===== src/rtl/cond_pkg.sv =====
//------------------------------------------------------------------------------
// cond_pkg : condition codes, flag bit positions and reset flag default
// Rev 1.0
//------------------------------------------------------------------------------
`default_nettype none

package cond_pkg;

  localparam logic [3:0] COND_EQ = 4'h0;
  localparam logic [3:0] COND_NE = 4'h1;
  localparam logic [3:0] COND_CS = 4'h2;
  localparam logic [3:0] COND_CC = 4'h3;
  localparam logic [3:0] COND_MI = 4'h4;
  localparam logic [3:0] COND_PL = 4'h5;
  localparam logic [3:0] COND_VS = 4'h6;
  localparam logic [3:0] COND_VC = 4'h7;
  localparam logic [3:0] COND_HI = 4'h8;
  localparam logic [3:0] COND_LS = 4'h9;
  localparam logic [3:0] COND_GE = 4'hA;
  localparam logic [3:0] COND_LT = 4'hB;
  localparam logic [3:0] COND_GT = 4'hC;
  localparam logic [3:0] COND_LE = 4'hD;
  localparam logic [3:0] COND_AL = 4'hE;

  localparam int FLAG_N = 3;
  localparam int FLAG_Z = 2;
  localparam int FLAG_C = 1;
  localparam int FLAG_V = 0;

  localparam logic [3:0] RESET_FLAGS_DEFAULT = 4'b0000;

endpackage

`default_nettype wire


===== src/rtl/cond_eval.sv =====
//------------------------------------------------------------------------------
// cond_eval : combinational ARM condition-code check against {N,Z,C,V}
// Rev 1.0
//------------------------------------------------------------------------------
`default_nettype none

module cond_eval
  import cond_pkg::*;
(
  input  logic [3:0] cond,
  input  logic [3:0] flags,
  output logic       pass
);

  logic w_n, w_z, w_c, w_v;

  assign w_n = flags[FLAG_N];
  assign w_z = flags[FLAG_Z];
  assign w_c = flags[FLAG_C];
  assign w_v = flags[FLAG_V];

  // 4'b1111 falls into the default and passes like AL
  always_comb begin
    pass = 1'b1;
    case (cond)
      COND_EQ: pass = w_z;
      COND_NE: pass = ~w_z;
      COND_CS: pass = w_c;
      COND_CC: pass = ~w_c;
      COND_MI: pass = w_n;
      COND_PL: pass = ~w_n;
      COND_VS: pass = w_v;
      COND_VC: pass = ~w_v;
      COND_HI: pass = w_c & ~w_z;
      COND_LS: pass = ~w_c | w_z;
      COND_GE: pass = (w_n == w_v);
      COND_LT: pass = (w_n != w_v);
      COND_GT: pass = ~w_z & (w_n == w_v);
      COND_LE: pass = w_z | (w_n != w_v);
      default: pass = 1'b1;
    endcase
  end

endmodule

`default_nettype wire


===== src/rtl/apsr_cond_unit.sv =====
//------------------------------------------------------------------------------
// apsr_cond_unit : NZCV flag register, registered condition check, IT sequencer
// Optional IT sequencer compiled in with macro COND_IT_BLOCK_EN.  Rev 1.0
//------------------------------------------------------------------------------
`default_nettype none

module apsr_cond_unit
  import cond_pkg::*;
#(
  parameter logic [3:0] RESET_FLAGS = RESET_FLAGS_DEFAULT
) (
  input  logic       clk,
  input  logic       rst_n,
  input  logic       flag_we,
  input  logic [3:0] flags_in,
  output logic [3:0] flags,
  output logic       carry_out,
  input  logic       cond_valid,
  input  logic [3:0] cond,
  output logic       cond_pass_valid,
  output logic       cond_pass,
  input  logic       it_load,
  input  logic [3:0] it_firstcond,
  input  logic [3:0] it_mask,
  input  logic       instr_retire,
  output logic       it_active,
  output logic [3:0] it_cond
);

  logic [3:0] flags_q;
  logic       pass_q;
  logic       pass_valid_q;
  logic       w_pass;

  // Evaluated against the pre-write flags so a same-cycle flag_we is not seen
  cond_eval u_cond_eval (
    .cond  (cond),
    .flags (flags_q),
    .pass  (w_pass)
  );

  always_ff @(posedge clk) begin
    if (!rst_n) begin
      flags_q      <= RESET_FLAGS;
      pass_q       <= 1'b0;
      pass_valid_q <= 1'b0;
    end else begin
      if (flag_we) begin
        flags_q <= flags_in;
      end
      pass_valid_q <= cond_valid;
      if (cond_valid) begin
        pass_q <= w_pass;
      end
    end
  end

  assign flags           = flags_q;
  assign carry_out       = flags_q[FLAG_C];
  assign cond_pass_valid = pass_valid_q;
  assign cond_pass       = pass_q;

`ifdef COND_IT_BLOCK_EN
  logic [7:0] itstate_q;
  logic [7:0] itstate_d;

  // Shifting [4:0] moves the next then/else bit into the condition LSB
  always_comb begin
    itstate_d = itstate_q;
    if (it_load && (it_mask != 4'b0000)) begin
      itstate_d = {it_firstcond, it_mask};
    end else if (instr_retire && (itstate_q[3:0] != 4'b0000)) begin
      if (itstate_q[2:0] == 3'b000) begin
        itstate_d = 8'h00;
      end else begin
        itstate_d[4:0] = {itstate_q[3:0], 1'b0};
      end
    end
  end

  always_ff @(posedge clk) begin
    if (!rst_n) begin
      itstate_q <= 8'h00;
    end else begin
      itstate_q <= itstate_d;
    end
  end

  assign it_active = (itstate_q[3:0] != 4'b0000);
  assign it_cond   = itstate_q[7:4];
`else
  logic w_unused_it;

  assign w_unused_it = ^{it_load, it_firstcond, it_mask, instr_retire};
  assign it_active   = 1'b0;
  assign it_cond     = COND_AL;
`endif

endmodule

`default_nettype wire


===== config.mk =====
export PLATFORM = sky130hd
export DESIGN_NAME = apsr_cond_unit
export DESIGN_NICKNAME = d
export VERILOG_FILES = /design/src/rtl/cond_pkg.sv /design/src/rtl/cond_eval.sv /design/src/rtl/apsr_cond_unit.sv
export SDC_FILE = /design/constraint.sdc
export NUM_CORES = 1
export LEC_CHECK = 0
export ABC_AREA = 1
export CAP_MARGIN = 10
export CORE_UTILIZATION = 29
export DETAILED_ROUTE_END_ITERATION = 6
export GPL_TIMING_DRIVEN = 0
export PLACE_DENSITY = 0.8
export RECOVER_POWER = 25
export SYNTH_ARGS = -nofsm -noshare
export SYNTH_HDL_FRONTEND = slang
export SYNTH_SLANG_ARGS = --single-unit

===== constraint.sdc =====
create_clock -name clk -period 0.8 [get_ports clk]
set_input_delay 0.08 -clock clk [delete_from_list [all_inputs] [get_ports clk]]
set_output_delay 0.08 -clock clk [all_outputs]
set_load 0.05 [all_outputs]

## After elaboration in Yosys (flattened, before gate mapping)

Cells that the tools add are included.

- Equality and inequality tests: 15
- Magnitude comparators: 0
- Muxes and demuxes: 1
- Shift operators: 0
- Bitwise gates (word level): 8
- Add/sub/neg operators: 0
- Div/mod/pow operators: 0
- $mul: 0
- Reductions and logical operators: 1

Operator list:

| cell | number |
|---|---|
| $eq 4x4->1 const B | 6 |
| $eq 4x3->1 const B | 4 |
| $pmux 1 s14 | 1 |
| $eq 4x2->1 const B | 2 |
| $eq 4x1->1 const B | 1 |
| $logic_not 4->1 | 1 |
| $not 1->1 | 4 |
| $and 1x1->1 | 2 |
| $or 1x1->1 | 2 |
| $eq 1x1->1 | 1 |
| $ne 1x1->1 | 1 |

- Output and inout port bits: 12
- Bits in writable memories: 0
- Memory bits (read-only): 0
- Bits of input ports: 22
- Memories kept: 0
- Bits in registers: 6
- Bits in latches: 0

## Longest topological paths before layout

Gate-level depths: netlist (run 1).

- Depth after elaboration: 3
- Gate-level depth with buffers: 8
- Mapped depth without buffers: 8

## Cells and area by module

From an unflattened synthesis (run 1), not the netlist that was laid out.

- Cell total of the unflattened synthesis: 92
- Area total of the unflattened synthesis: 500.5 um^2

Modules (own cells, without submodules):

| module | sequential area each (um^2) | area an instance (um^2) | times used | cells an instance |
|---|---|---|---|---|
| apsr_cond_unit | 120.1 | 295.3 | 1 | 42 |
| cond_eval | 0.0 | 205.2 | 1 | 50 |

## Worst setup path before layout (run 1)

OpenSTA, ideal clock, no wires.

- Path type: flip-flop to flip-flop
- From: register flags_q[1] (netlist: flags[1])
- To: register pass_q (netlist: cond_pass)
- Required time: 0.680 ns
- Arrival: 1.190 ns
- Setup time: 0.120 ns
- Path buffers: 0
- Slack: -0.510 ns
- Cell stages (with the launch flop): 8
- Cell sequence: dfxtp_1 > inv_1 > a21oi_1 > nand2_1 > nand2_1 > nand2_1 > nor2_1 > a21oi_1

- Word-level cells in the longest chain between the ends: 3
- Elaborated cells on any way between the ends: 4

RTL lines:

| what | RTL line | text |
|---|---|---|
| start, declared | apsr_cond_unit.sv:30 | `logic [3:0] flags_q;` |
| start signal, assigned | apsr_cond_unit.sv:49 | `flags_q <= flags_in;` |
| $not 1->1 | cond_eval.sv:29, cond_eval.sv:35 |  |
| $or 1x1->1 | cond_eval.sv:35 | `COND_LS: pass = ~w_c \| w_z;` |
| $pmux 1 s14 * | cond_eval.sv:25 | `case (cond)` |
| end signal, assigned | apsr_cond_unit.sv:53 | `pass_q <= w_pass;` |
| end, declared | apsr_cond_unit.sv:31 | `logic pass_q;` |

Every way passes the cells marked *; elsewhere a longest branch is shown, timed or not.
A chain may end at the register's enable or synchronous reset.

## Worst setup path in the final report (run 1)

- From: register flags_q[3] (netlist: flags[3])
- To: register pass_q (netlist: cond_pass)

- Word-level cells in the longest chain between the ends: 3
- Elaborated cells on any way between the ends: 6

RTL lines:

| what | RTL line |
|---|---|
| $ne 1x1->1 / $eq 1x1->1 (equally long branches) | -- |
| $or 1x1->1 / $and 1x1->1 (equally long branches) | cond_eval.sv:39, cond_eval.sv:38 |
| $pmux 1 s14 * | cond_eval.sv:25 |

Marks and branches as above.

==> results.md, run 1 <==
- The run finished, with violations left.
- The checks that failed: setup timing.
- The post-synthesis cell count is 74.
- The via count of the first global-routing pass was 409.
- The post-detailed-route count of antenna-violating nets is 0.
- In this run the worst hold path is classified as in -> reg.
- After the first detailed-routing iteration, the DRC count stood at 10.
- Dividing the detail-routed via count by the number of cells gives 4.34.
- The worst setup path is of the reg -> reg kind.
- The count of buffers from port buffering is 18.
- The total area inside the core boundary comes to 1370 um2.
- The residual overflow from global routing is 0.
- The total inserted antenna cells is 0.
- The die is 41.1 um wide.
- Setup repair after global routing could not meet its margin everywhere.
- Counting stages on the worst path, the most repeated cell is sky130_fd_sc_hd__nand2_1.
- The hold-fix buffer count after cts is 0.
- The setup slack at placement is -0.585 ns.
- The capturing element type of the critical path is a flop.
- The area added between synthesis and finish is 66.8%.
- The clock slew at the register clock pins of the worst setup and hold paths is 0.05 ns.
- For met1 alone, demand over resource in global routing was 15.4%.
- A synthesized cell averages 6.00 um2.
- The clock latency of the later-clocked register in the worst-skew pair is 0.24 ns.
- For this configuration, the core starts out at a cell density of 32.5%.
- After synthesis, the largest area contributor takes up 27.0% of total cell area.
- Leaving out fill and tap cells, the most frequent cells in the layout are 17 x sky130_fd_sc_hd__nand2_1, 7 x sky130_fd_sc_hd__nor2_1, 7 x sky130_fd_sc_hd__buf_4.
- The max-slew violation total from the final report is 0.
- The number of cell rows is 13.
- The count of endpoints failing setup in the final report is 7.
- The wire length reported by the detailed router is 1030 um.
- The initial antenna violation count is 0.
- The master of the slowest instance on the critical path is sky130_fd_sc_hd__dfxtp_4.
- The total number of clock tree sinks is 6.
- The power per standard cell area is 1450 nW/um2.
- The endpoint arrival time on the critical path is 1.14 ns.
- The smallest clock period supported by the final layout is computed as 1.01 ns.
- The final net count is 124.
- The library cell used most frequently in the layout, excluding fill and tap cells, is sky130_fd_sc_hd__nand2_1.
- Setup slack on the critical path of the routed design comes to -0.209 ns.
- The post-detailed-placement half-perimeter wirelength is 798 um.
- The number of distinct standard cells referenced by the synthesized netlist is 16.
- The setup skew after layout is 0.00264 ns.
- The fraction of the yosys area taken by sequential cells is 27.0%.
- The signal on the critical path passes through inv_2 -> nand2_2 -> nand3_2 -> nand2_1 -> nand2_1 -> nand2_1 -> nor2_1 -> a21oi_1.
- The chip height is 41.1 um.
- The share of final-layout standard cells stronger than drive strength 1 is 38.6%.
- The fill cell total of the finished layout is 143.
- The met2 capacity usage during global routing is 23.8%.
- CTS built an H-tree with a depth of 1.
- The number of flip-flops and latches in the synthesized netlist is 6.
- Entering global routing, the biggest net connects 8 pins.
- The die area is 1690 um2.
- Clock tree synthesis selected as its root buffer the cell sky130_fd_sc_hd__clkbuf_4.
- The standby leakage power is 0.362 nW.
- The reported max-cap violation count is 0.
- The synthesized design spends more area on one cell type than any other, namely sky130_fd_sc_hd__dfxtp_1.
- The total power is 1.07 mW.
- The number of iterations in the first detailed-routing pass is 2.
- By area the synthesized netlist is led by sky130_fd_sc_hd__dfxtp_1 27%, sky130_fd_sc_hd__nand2_1 16%, sky130_fd_sc_hd__buf_4 10%, sky130_fd_sc_hd__a21oi_1 6.8%, sky130_fd_sc_hd__o21ai_0 6.8%.
- The global placement routability congestion is 0.796.
- The global-route layer with the greatest usage is met2.
- STA puts the critical path data required time at 0.93 ns.
- The total clock buffers created by CTS is 3.
- The period utilization is 126%.
- The first-pass GRT wire length is 1550 um.
- The top-level port count is 34.
- Global routing consumed, on the met3 layer, 4.35% of the routing resources.
- The maximum fanout along the worst path is 4.
- The area of the mapped netlist is 444 um2.
- Across all hold checks on the routed design, the worst slack comes to 0.416 ns.
- For this run, the number of Yosys warnings is 0.
- No sink is reached through more buffers than the 2 on the longest clock path.
- The highest cell delay on the worst timing path is 0.35 ns.
- The total global routing track utilization is 14.7%.
- TritonCTS built the clock tree.
- The type of origin of the critical path is a flop.
- The number of remaining DRC errors is 0.
- Based on the critical path, the design can be clocked at up to 991 MHz.
- The count of vias placed by the detailed router is 504.
- The post-detailed-route wirelength per cell is 8.89 um.
- The final number of hold-violating endpoints came to 0.
- The worst supply voltage drop on vdd is 761 uV.
==> sequential cells by signal (all words and copies together) (netlist names) <==
name / count
cond_pass: 1
cond_pass_valid: 1
flags: 4
==> final timing paths <==
check | startpoint | end | slack, ns | depth (start not counted)
worst max-delay path | flags[3] | cond_pass | -0.21 | 8
worst min-delay path | cond_valid | cond_pass_valid | 0.42 | 3
worst max register to register | flags[3] | cond_pass | -0.21 | 8
worst min register to register | flags[1] | flags[1] | 0.52 | 2
==> Yosys cell counts, drive strengths merged <==
library cell,n
nor3,1
conb,2
clkinv,1
inv,9
a31oi,1
a21oi,6
o21ai,6
buf,6
nand3,6
dfxtp,6
nor2,9
nand2,21
==> final cells by class <==
type | count | area (um2) | area share, %
inverter | 10 | 37.5 | 5.07
sequential | 6 | 136 | 18.4
tap | 15 | 18.8 | 2.53
multi-input combinational | 55 | 265 | 35.8
timing repair buffer | 20 | 208 | 28.0
buffer | 6 | 48.8 | 6.59
clock buffer | 4 | 26.3 | 3.55
==> repair_timing <==
action                                 CTS  global route
setup buffers                            2             1
setup endpoints to repair                8            10
endpoints found under the hold margin    0             0
resized for setup                       53             8
pin swaps                                4             6
==> cells by family (layout without fill, tap and decap cells) <==
kind of cell	after synthesis	count (layout)	share of synthesized area, %
simple gates	37	37	37.7
buf+inv	16	40	18.6
compound gates	13	13	14.9
flops	6	6	27.0
other cells	2	5	1.69
==> routing by layer <==
layer / part of all wire, % / up-vias / routed length, um
met4: 0 / 0 / 0
met2: 52 / 16 / 535
met1: 41 / 212 / 427
li1: - / 276 / -
met3: 6.6 / 0 / 68
met5: 0 / - / 0
==> power by group <==
part	leakage, nW	switching (mW)	internal (mW)
registers	0.0526	0.0286	0.319
clock network	0.0150	0.115	0.189
logic	0.295	0.253	0.169
total	0.362	0.397	0.678
==> critical path: cells and delay by family (launching register included) <==
kind	cells	cell delay [ns]
flops	1	0.35
compound gates	1	0.07
buf+inv	1	0.06
simple gates	6	0.40
==> metrics by stage <==
stage	instance area [um2]	setup TNS [ns]	util, %	cells
after floorplan	479	-0.188	-	77
after global placement	678	-4.17	49.6	110
after detailed placement	678	-4.28	49.6	110
after CTS	722	-0.734	52.8	116
after global routing	741	-0.987	54.2	116
final	741	-0.673	54.2	116
No activity file was read; power rests on OpenSTA's default activity.
==> run 2: changes to the inputs <==
--- a/config.mk
+++ b/config.mk
@@ -12,6 +12,7 @@
 export GPL_TIMING_DRIVEN = 0
 export PLACE_DENSITY = 0.8
 export RECOVER_POWER = 25
+export SKIP_LAST_GASP = 1
 export SYNTH_ARGS = -nofsm -noshare
 export SYNTH_HDL_FRONTEND = slang
 export SYNTH_SLANG_ARGS = --single-unit
==> run 2 against run 1 <==
  * Worst hold slack improved by 0.0014 ns
  * Count of clock-buffer cells in the layout unchanged
  * The run still ends with setup timing left
  * Cell area rose by 0.84%
  * Die area did not move
  * Critical path depth unchanged
  * First-iteration DRC count up 10%
  * Setup slack gained 0.015 ns
==> results.md, run 2 (synthesis results as in run 1) <==
- The flow ran to the end, but the final reports show violations.
- The critical path in this run is classified as reg -> reg.
- STA classifies the critical path startpoint as a flop.
- The wire length reported by the detailed router was 1040 um (+0.48%).
- Setup repair after global routing could not meet its margin everywhere.
- The count of buffers from port buffering is 18 (unchanged).
- The CTS tree is done.
- The total global routing track utilization is 14.5% (-0.22 points).
- The largest net degree at the start of global routing is 8 (unchanged).
- The post-detailed-route count of antenna-violating nets came to 0 (unchanged).
- The setup slack at placement is -0.585 ns (unchanged).
- The shortest period the worst path allows came to 0.994 ns (-0.0151 ns).
- The count of endpoints failing setup in the final report is 7 (unchanged).
- The tree is rooted in a sky130_fd_sc_hd__clkbuf_4.
- The total inserted antenna cells was 0 (unchanged).
- The reported max-cap violation count was 0 (unchanged).
- The maximum root-to-sink buffer count was 2 (unchanged).
- The share of final-layout standard cells stronger than drive strength 1 is 37.6% (-0.99 points).
- The class of the most critical hold timing path is in -> reg.
- The standby leakage power is 0.373 nW (+2.9%).
- The starting density of the core was 32.5% (unchanged).
- The clock latency of the later-clocked register in the worst-skew pair is 0.24 ns (about the same).
- The final net count is 124 (unchanged).
- The global placement routability congestion was 0.796 (unchanged).
- The total clock buffers created by CTS is 3 (unchanged).
- The met2 capacity usage during global routing is 22.7% (-1.2 points).
- The die area is 1690 um2 (unchanged).
- The setup skew after layout is 0.00259 ns (-0.0000524 ns).
- The endpoint arrival time on the critical path is 1.12 ns (-0.02 ns).
- The core outline area came to 1370 um2 (unchanged).
- The flip-flop count of the largest register after layout came to 4 (unchanged).
- The power per standard cell area is 1440 nW/um2 (-0.58%).
- The post-detailed-placement half-perimeter wirelength is 798 um (unchanged).
- The post-detailed-route via-to-cell ratio came to 4.39 (+0.99%).
- The period utilization is 124% (-1.9 points).
- The count of vias placed by the detailed router is 509 (+0.99%).
- The required time at the worst-slack endpoint is 0.93 ns (about the same).
- The global routing met3 resource utilization is 4.35% (unchanged).
- The number of iterations in the first detailed-routing pass was 4 (+2).
- The residual overflow from global routing is 0 (unchanged).
- The chip height is 41.1 um (unchanged).
- The number of cell rows was 13 (unchanged).
- The global-route layer with the greatest usage is met2.
- The total power is 1.08 mW (+0.26%).
- The hold-fix buffer count after cts came to 0 (unchanged).
- The max-slew violation total from the final report is 0 (unchanged).
- The clock slew at the register clock pins of the worst setup and hold paths is 0.05 ns (about the same).
- The worst supply voltage drop on vdd is 745 uV (-2.1%).
- The maximum fanout along the worst path is 4 (unchanged).
- The final number of hold-violating endpoints is 0 (unchanged).
- The post-route worst setup slack is -0.194 ns (+0.0151 ns).
- The top cell types in the final layout, fill and taps aside, are 17 x sky130_fd_sc_hd__nand2_1, 8 x sky130_fd_sc_hd__buf_4, 7 x sky130_fd_sc_hd__nor2_1.
- The initial antenna violation count was 0 (unchanged).
- The via count of the first global-routing pass is 401 (-2.0%).
- The die width is 41.1 um (unchanged).
- The initial DRC count is 11 (+1).
- The number of remaining DRC errors came to 0 (unchanged).
- The H-tree depth is 1 (unchanged).
- The final reports fail on setup timing.
- The area growth from synthesis to layout is 68.2%.
- The top-level port count was 34 (unchanged).
- Leaving out fill and tap cells, the most frequent cell in the layout is sky130_fd_sc_hd__nand2_1.
- The post-detailed-route wirelength per cell was 8.93 um (+0.48%).
- The maximum clock frequency is 1010 MHz (+1.5%).
- The first-pass GRT wire length is 1530 um (-1.4%).
- The worst setup path is captured at a flop.
- The global-route met1 utilization is 15.8% (+0.32 points).
- The total number of clock tree sinks was 6 (unchanged).
## run 2: metal layers
layer	up-vias	routed length, um
li1	277	-
met1	216	430
met2	16	536
met3	0	68
met4	0	0
met5	-	0
## run 2: layout make-up
class / instances / area, um2
sequential: 6 / 136
fill: 143 / 619
buffer: 6 / 48.8
tap: 15 / 18.8
inverter: 10 / 42.5
timing repair buffer: 20 / 203
clock buffer: 4 / 26.3
multi-input combinational: 55 / 272
## run 2: per-stage QoR
| stage | cells | cell area [um2] | TNS, ns | util [%] | hold WS, ns |
|---|---|---|---|---|---|
| floorplan | 77 | 479 | -0.188 | - | 0.173 |
| global placement | 110 | 678 | -4.17 | 49.6 | 0.492 |
| detailed placement | 110 | 678 | -4.28 | 49.6 | 0.498 |
| CTS | 116 | 718 | -0.767 | 52.6 | 0.407 |
| global route | 116 | 747 | -1.04 | 54.7 | 0.428 |
| finish | 116 | 747 | -0.710 | 54.7 | 0.417 |
## run 2: worst max-delay path: stages, from the launching register on
cell                      delay (ns)
sky130_fd_sc_hd__dfxtp_4        0.36
sky130_fd_sc_hd__inv_4          0.06
sky130_fd_sc_hd__nand2_4        0.05
sky130_fd_sc_hd__nand3_2        0.06
sky130_fd_sc_hd__nand2_1        0.05
sky130_fd_sc_hd__nand2_1        0.05
sky130_fd_sc_hd__nand2_1        0.05
sky130_fd_sc_hd__nor2_1         0.11
sky130_fd_sc_hd__a21oi_1        0.07
## run 2: where the power goes
| group | internal (mW) | switching, mW | leakage, nW |
|---|---|---|---|
| sequential | 0.319 | 0.0323 | 0.0526 |
| combinational | 0.169 | 0.253 | 0.305 |
| clock | 0.189 | 0.114 | 0.0150 |
| total | 0.677 | 0.400 | 0.373 |
## run 2: final timing paths
| check | startpoint | endpoint | slack [ns] | depth (start not counted) |
|---|---|---|---|---|
| setup / recovery | flags[0] | cond_pass | -0.19 | 8 |
| hold / removal | cond_valid | cond_pass_valid | 0.42 | 3 |
| setup reg to reg | flags[0] | cond_pass | -0.19 | 8 |
| hold reg to reg | flags[1] | flags[1] | 0.52 | 2 |
## run 2: timing repair
| action | CTS | global route |
|---|---|---|
| setup buffers | 2 | 0 |
| pin swaps | 4 | 4 |
| setup endpoints to repair | 8 | 10 |
| resized for setup | 52 | 10 |
==> RTL change 1 (flow settings as in run 2) <==
Remove the register `pass_valid_q`: a continuous assignment takes its place, so the output `cond_pass_valid` follows one clock earlier.
--- a/src/rtl/apsr_cond_unit.sv
+++ b/src/rtl/apsr_cond_unit.sv
@@ -45,3 +45,2 @@
       pass_q       <= 1'b0;
-      pass_valid_q <= 1'b0;
     end else begin
@@ -50,3 +49,2 @@
       end
-      pass_valid_q <= cond_valid;
       if (cond_valid) begin
@@ -56,2 +54,4 @@
   end
+
+  assign pass_valid_q = cond_valid;
 
Formal check against the unedited RTL: not equivalent (Yosys sat finds a counterexample within 4 cycles, from zero or initial values and one cycle with rst_n low).
==> RTL change 1 against run 2 <==
- the flow still finishes with violations (negative setup slack)
- critical path type unchanged
- clock power is 6% lower
- combinational power is 0.9% lower
- die area is 3.8% lower
- fmax is 0.38% lower
- clock skew is 0.00080 ns lower
- highest routed layer unchanged
- utilization is 2.0 points lower
- sequential cell count is 1 lower
- power is 7.4% lower
- cell area is 6.0% lower
- hold slack worse by 0.13 ns
- largest cell class unchanged
- worst setup slack worse by 0.0038 ns
- area after synthesis is 3.9% lower
- wire length is 1.8% lower
==> RTL change 1: results (changes against run 2) <==
run_status:
  outcome: "complete, but fails checks"
  violations: "negative setup slack"
detailed_routing:
  drtPass1Iterations: 2  # -2
  initialDrtViolationCount: 9  # -2
  avgViaCountPerCell: 4.29  # -2.2%
  wl_per_cell_um: 8.77  # -1.8%
power_and_ir_drop:
  p_leak_nw: 0.356  # -4.5%
  ir_drop_mv: 0.836  # +12%
synth:
  yosys.cell_types.count: 13  # -3
  yosys-top-cells-count: "nand2_1 (22), buf_4 (8), inv_1 (8), nand3_1 (8), nor2_1 (7)"
  ys_seq_area_share_pct: 23.5  # -3.6 points
  syn_avg_cell_area_sq_um: 5.61  # -6.5%
  synth_area_leaders: "dfxtp_1 (23%), nand2_1 (19%), buf_4 (14%)"
timing:
  setup_slack_ns: -0.198  # -0.00379 ns
  finClkSkew_ns: 0.00178  # -0.000805 ns
  setup_viol: 7  # unchanged
placement:
  dpl_cell_area_sq_um: 656  # -3.3%
  hpwl_um: 817  # +2.4%
  place_congestion: 0.742  # -6.7%
  io_buffers: 17  # -1
grt:
  grt_max_degree: 9  # +1
  grt_pass1_wl_um: 1660  # +8.2%
  grt_usage_pct: 14.6  # +0.10 points
  grt_pass1_vias: 427  # +6.5%
finish:
  multi_input_cells: 56  # +1.8%
  diodes: 0  # unchanged
  fill_cells: 148  # +3.5%
  inv_count: 10  # unchanged
  sh_seq_area_pct: 16.4  # -1.9 points
  clk_share_pct: 3.74  # +0.23 points
  design.seq.count: 5  # -1
  layout-drive-gt1-share_pct: 33.7  # -4.0 points
  clockBufferCount: 4  # unchanged
  seqCellArea_sq_um: 115  # -16%
  nNonClkBuffers: 26  # unchanged
  non_clock_buffer_area_share_pct: 35.7  # +2.0 points
  multiInputGateArea_sq_um: 254  # -6.5%
setup_path:
  rr_worst_depth: 8  # unchanged
  r2r-end: "cond_pass"
  crit_start: "flags[3]"
worst_hold_path:
  hold_path_depth: 5  # +2
  hp-start: "cond[1]"
  hold_path_end: "cond_pass"
flow_run:
  cap_violations: 0  # unchanged
cts:
  clk_pin_slew_worst_paths_ns: 0.05  # about the same
## RTL change 1: cell count changes in the layout (fill, tap and decap cells not counted), moves of 2 or more
cell and change:
inv_4 -2, nand2_1 +3, nand2_4 -2, nand3_1 +3
## RTL change 1: timing repair
item                                    4_1_cts  5_1_grt
hold endpoints to repair                      0        0
hold buffers                                  0        0
endpoints found under the setup margin        8       10
setup buffers                                 1        0
gates resized for setup                      54        5
## RTL change 1: layer usage
layer / track usage, % / routed length [um]
met1: 15.5 / 420
met2: 29.8 / 530
met3: 1.67 / 66
met4: 2.50 / 0
met5: 0 / 0
## RTL change 1: kinds of logic after synthesis
logic type	count (synthesis)	share of synthesized area [%]
other	2	1.76
buffers and inverters	18	22.9
DFF	5	23.5
and+or+nand+nor	40	39.0
AOI/OAI and AO/OA	11	12.9
## RTL change 1: per-stage QoR
| stage | total power, W | hold slack [ns] | TNS [ns] | setup WS [ns] | cells |
|---|---|---|---|---|---|
| 5_1_grt | 0.00107 | 0.309 | -0.962 | -0.299 | 116 |
| 4_1_cts | 0.00100 | 0.285 | -0.798 | -0.197 | 116 |
| 2_1_floorplan | 0.000566 | 0.206 | -0.188 | -0.188 | 79 |
| 3_3_place_gp | 0.000686 | 0.493 | -4.48 | -0.761 | 111 |
| 6_report | 0.000998 | 0.289 | -0.707 | -0.198 | 116 |
| 3_5_place_dp | 0.000694 | 0.496 | -4.66 | -0.762 | 111 |
## RTL change 1: power breakdown
group	total (W)	internal, W	switching, W
Clock	0.000287	0.000188	0.0000986
Sequential	0.000292	0.000266	0.0000261
Combinational	0.000418	0.000167	0.000252
==> RTL change 2 (config.mk and constraints of run 2) <==
Without the edit above. The option `COND_IT_BLOCK_EN` is turned on by a define.
--- a/src/rtl/apsr_cond_unit.sv
+++ b/src/rtl/apsr_cond_unit.sv
@@ -5,2 +5,4 @@
 `default_nettype none
+
+`define COND_IT_BLOCK_EN
 
Check against the original RTL: not equivalent (Yosys sat finds a counterexample within 4 cycles, from zero or initial values and one cycle with rst_n low).
==> RTL change 2 against run 2 <==
- the flow still finishes with violations (negative setup slack)
- count of clock-buffer cells in the layout unchanged
- area after synthesis increased by 90%
- largest cell class unchanged
- power increased by 110%
- fmax decreased by 8.7%
- cell area increased by 110%
- synthesized cell count increased by 81%
- sequential power increased by 130%
- largest power group unchanged
- wire length increased by 110%
- critical path depth decreased by 5
- worst setup slack got worse by 0.095 ns
- die area increased by 85%
- via count increased by 97%
- sequential cell count increased by 8
==> RTL change 2: results (changes against run 2) <==
detailed_routing:
  initialDrtViolationCount: 30  # +19
  avgViaCountPerCell: 4.77  # +8.6%
run_status:
  violations: "negative setup slack"
  outcome: "complete, but fails checks"
power_and_ir_drop:
  seq_cell_power_w: 0.000806  # +130%
  switchingPower_w: 0.000794  # +99%
  p_leak_nw: 0.711  # +91%
  p_comb_share_pct: 39.4  # +0.2 points
  swShare_pct: 35.6  # -1.5 points
finish:
  layout-drive-gt1-share_pct: 41.3  # +3.7 points
  nNonClkBuffers: 47  # +81%
  non_clock_buffer_area_share_pct: 33.3  # -0.39 points
  multi_input_area_share_pct: 36.1  # -0.21 points
  sh_seq_area_pct: 20.4  # +2.1 points
  largest_reg_flops: 8  # +4
  seqCellArea_sq_um: 313  # +130%
  clk_share_pct: 2.37  # -1.2 points
  inv_count: 19  # +9
  fill_cells: 256  # +79%
  fin_nets: 202  # +63%
synth:
  yosys.cell_types.count: 15  # -1
  ys_seq_area_share_pct: 33.2  # +6.1 points
  syn_avg_cell_area_sq_um: 6.30  # +5.0%
  yosys-top-cells-count: "nand2_1 (36), inv_1 (18), nand3_1 (16), dfxtp_1 (14), nor2_1 (13)"
  synth_area_leaders: "dfxtp_1 (33%), nand2_1 (16%), nand3_1 (9.5%)"
grt:
  grt_max_degree: 10  # +2
  grt_pass1_wl_um: 3570  # +130%
  grt_usage_pct: 14.4  # -0.057 points
  grt_pass1_vias: 929  # +130%
setup_path:
  crit_start: "itstate_q[1]"
  worstSetupEndpoint: "it_active"
  r2r_slack_ns: -0.25  # -0.06 ns
  r2r-end: "itstate_q[4]"
  endpoint_kind: "primary output"
  crit_fanout: 2  # -2
  r2r-start: "itstate_q[1]"
  rr_worst_depth: 7  # -1
cts:
  cts_resized: 113  # +120%
  clk_pin_slew_worst_paths_ns: 0.10  # +0.05 ns
  cts_setup_buffers: 5  # +3
worst_hold_path:
  hold_path_end: "itstate_q[0]"
  hp-start: "it_load"
timing:
  setup_slack_ns: -0.290  # -0.0951 ns
  finClkSkew_ns: 0.00588  # +0.00329 ns
  setup_viol: 21  # +14
  setup_tns_ns: -3.92  # -3.21 ns
  slew_headroom_pct: 79.5
  hold_slack_ns: 0.146  # -0.271 ns
placement:
  place_congestion: 0.850  # +6.9%
  hpwl_um: 1530  # +91%
  preCtsSetupSlack_ns: -0.636  # -0.0514 ns
  dpl_cell_area_sq_mm: 0.00128  # +88%
  dp_cells: 197  # +79%
die:
  dieWidth_um: 56.0  # +36%
RTL change 2: changes by cell type after synthesis, moves of 2 or more:
cell / delta
a21oi_1: +6
conb_1: -2
dfxtp_1: +8
inv_1: +11
inv_2: -2
nand2_1: +17
nand2_4: +2
nand3_1: +12
nand3_2: -2
nor2_1: +6
nor2_2: -2
o21ai_0: +4
RTL change 2: routing by layer:
metal | wire length [um] | global-route usage (%)
met4 | 38 | 10.5
met3 | 140 | 3.02
met5 | 0 | 0
met2 | 1140 | 24.5
met1 | 844 | 15.7
RTL change 2: critical path: stages, from the launching register on:
cell,delay (ns)
dfxtp_2,0.35
nor2_4,0.13
nand2_4,0.08
buf_8,0.15
RTL change 2: logic make-up after synthesis:
| group | synth area share (%) |
|---|---|
| compound gates | 13.0 |
| flops | 33.2 |
| buf+inv | 13.6 |
| simple gates | 40.1 |
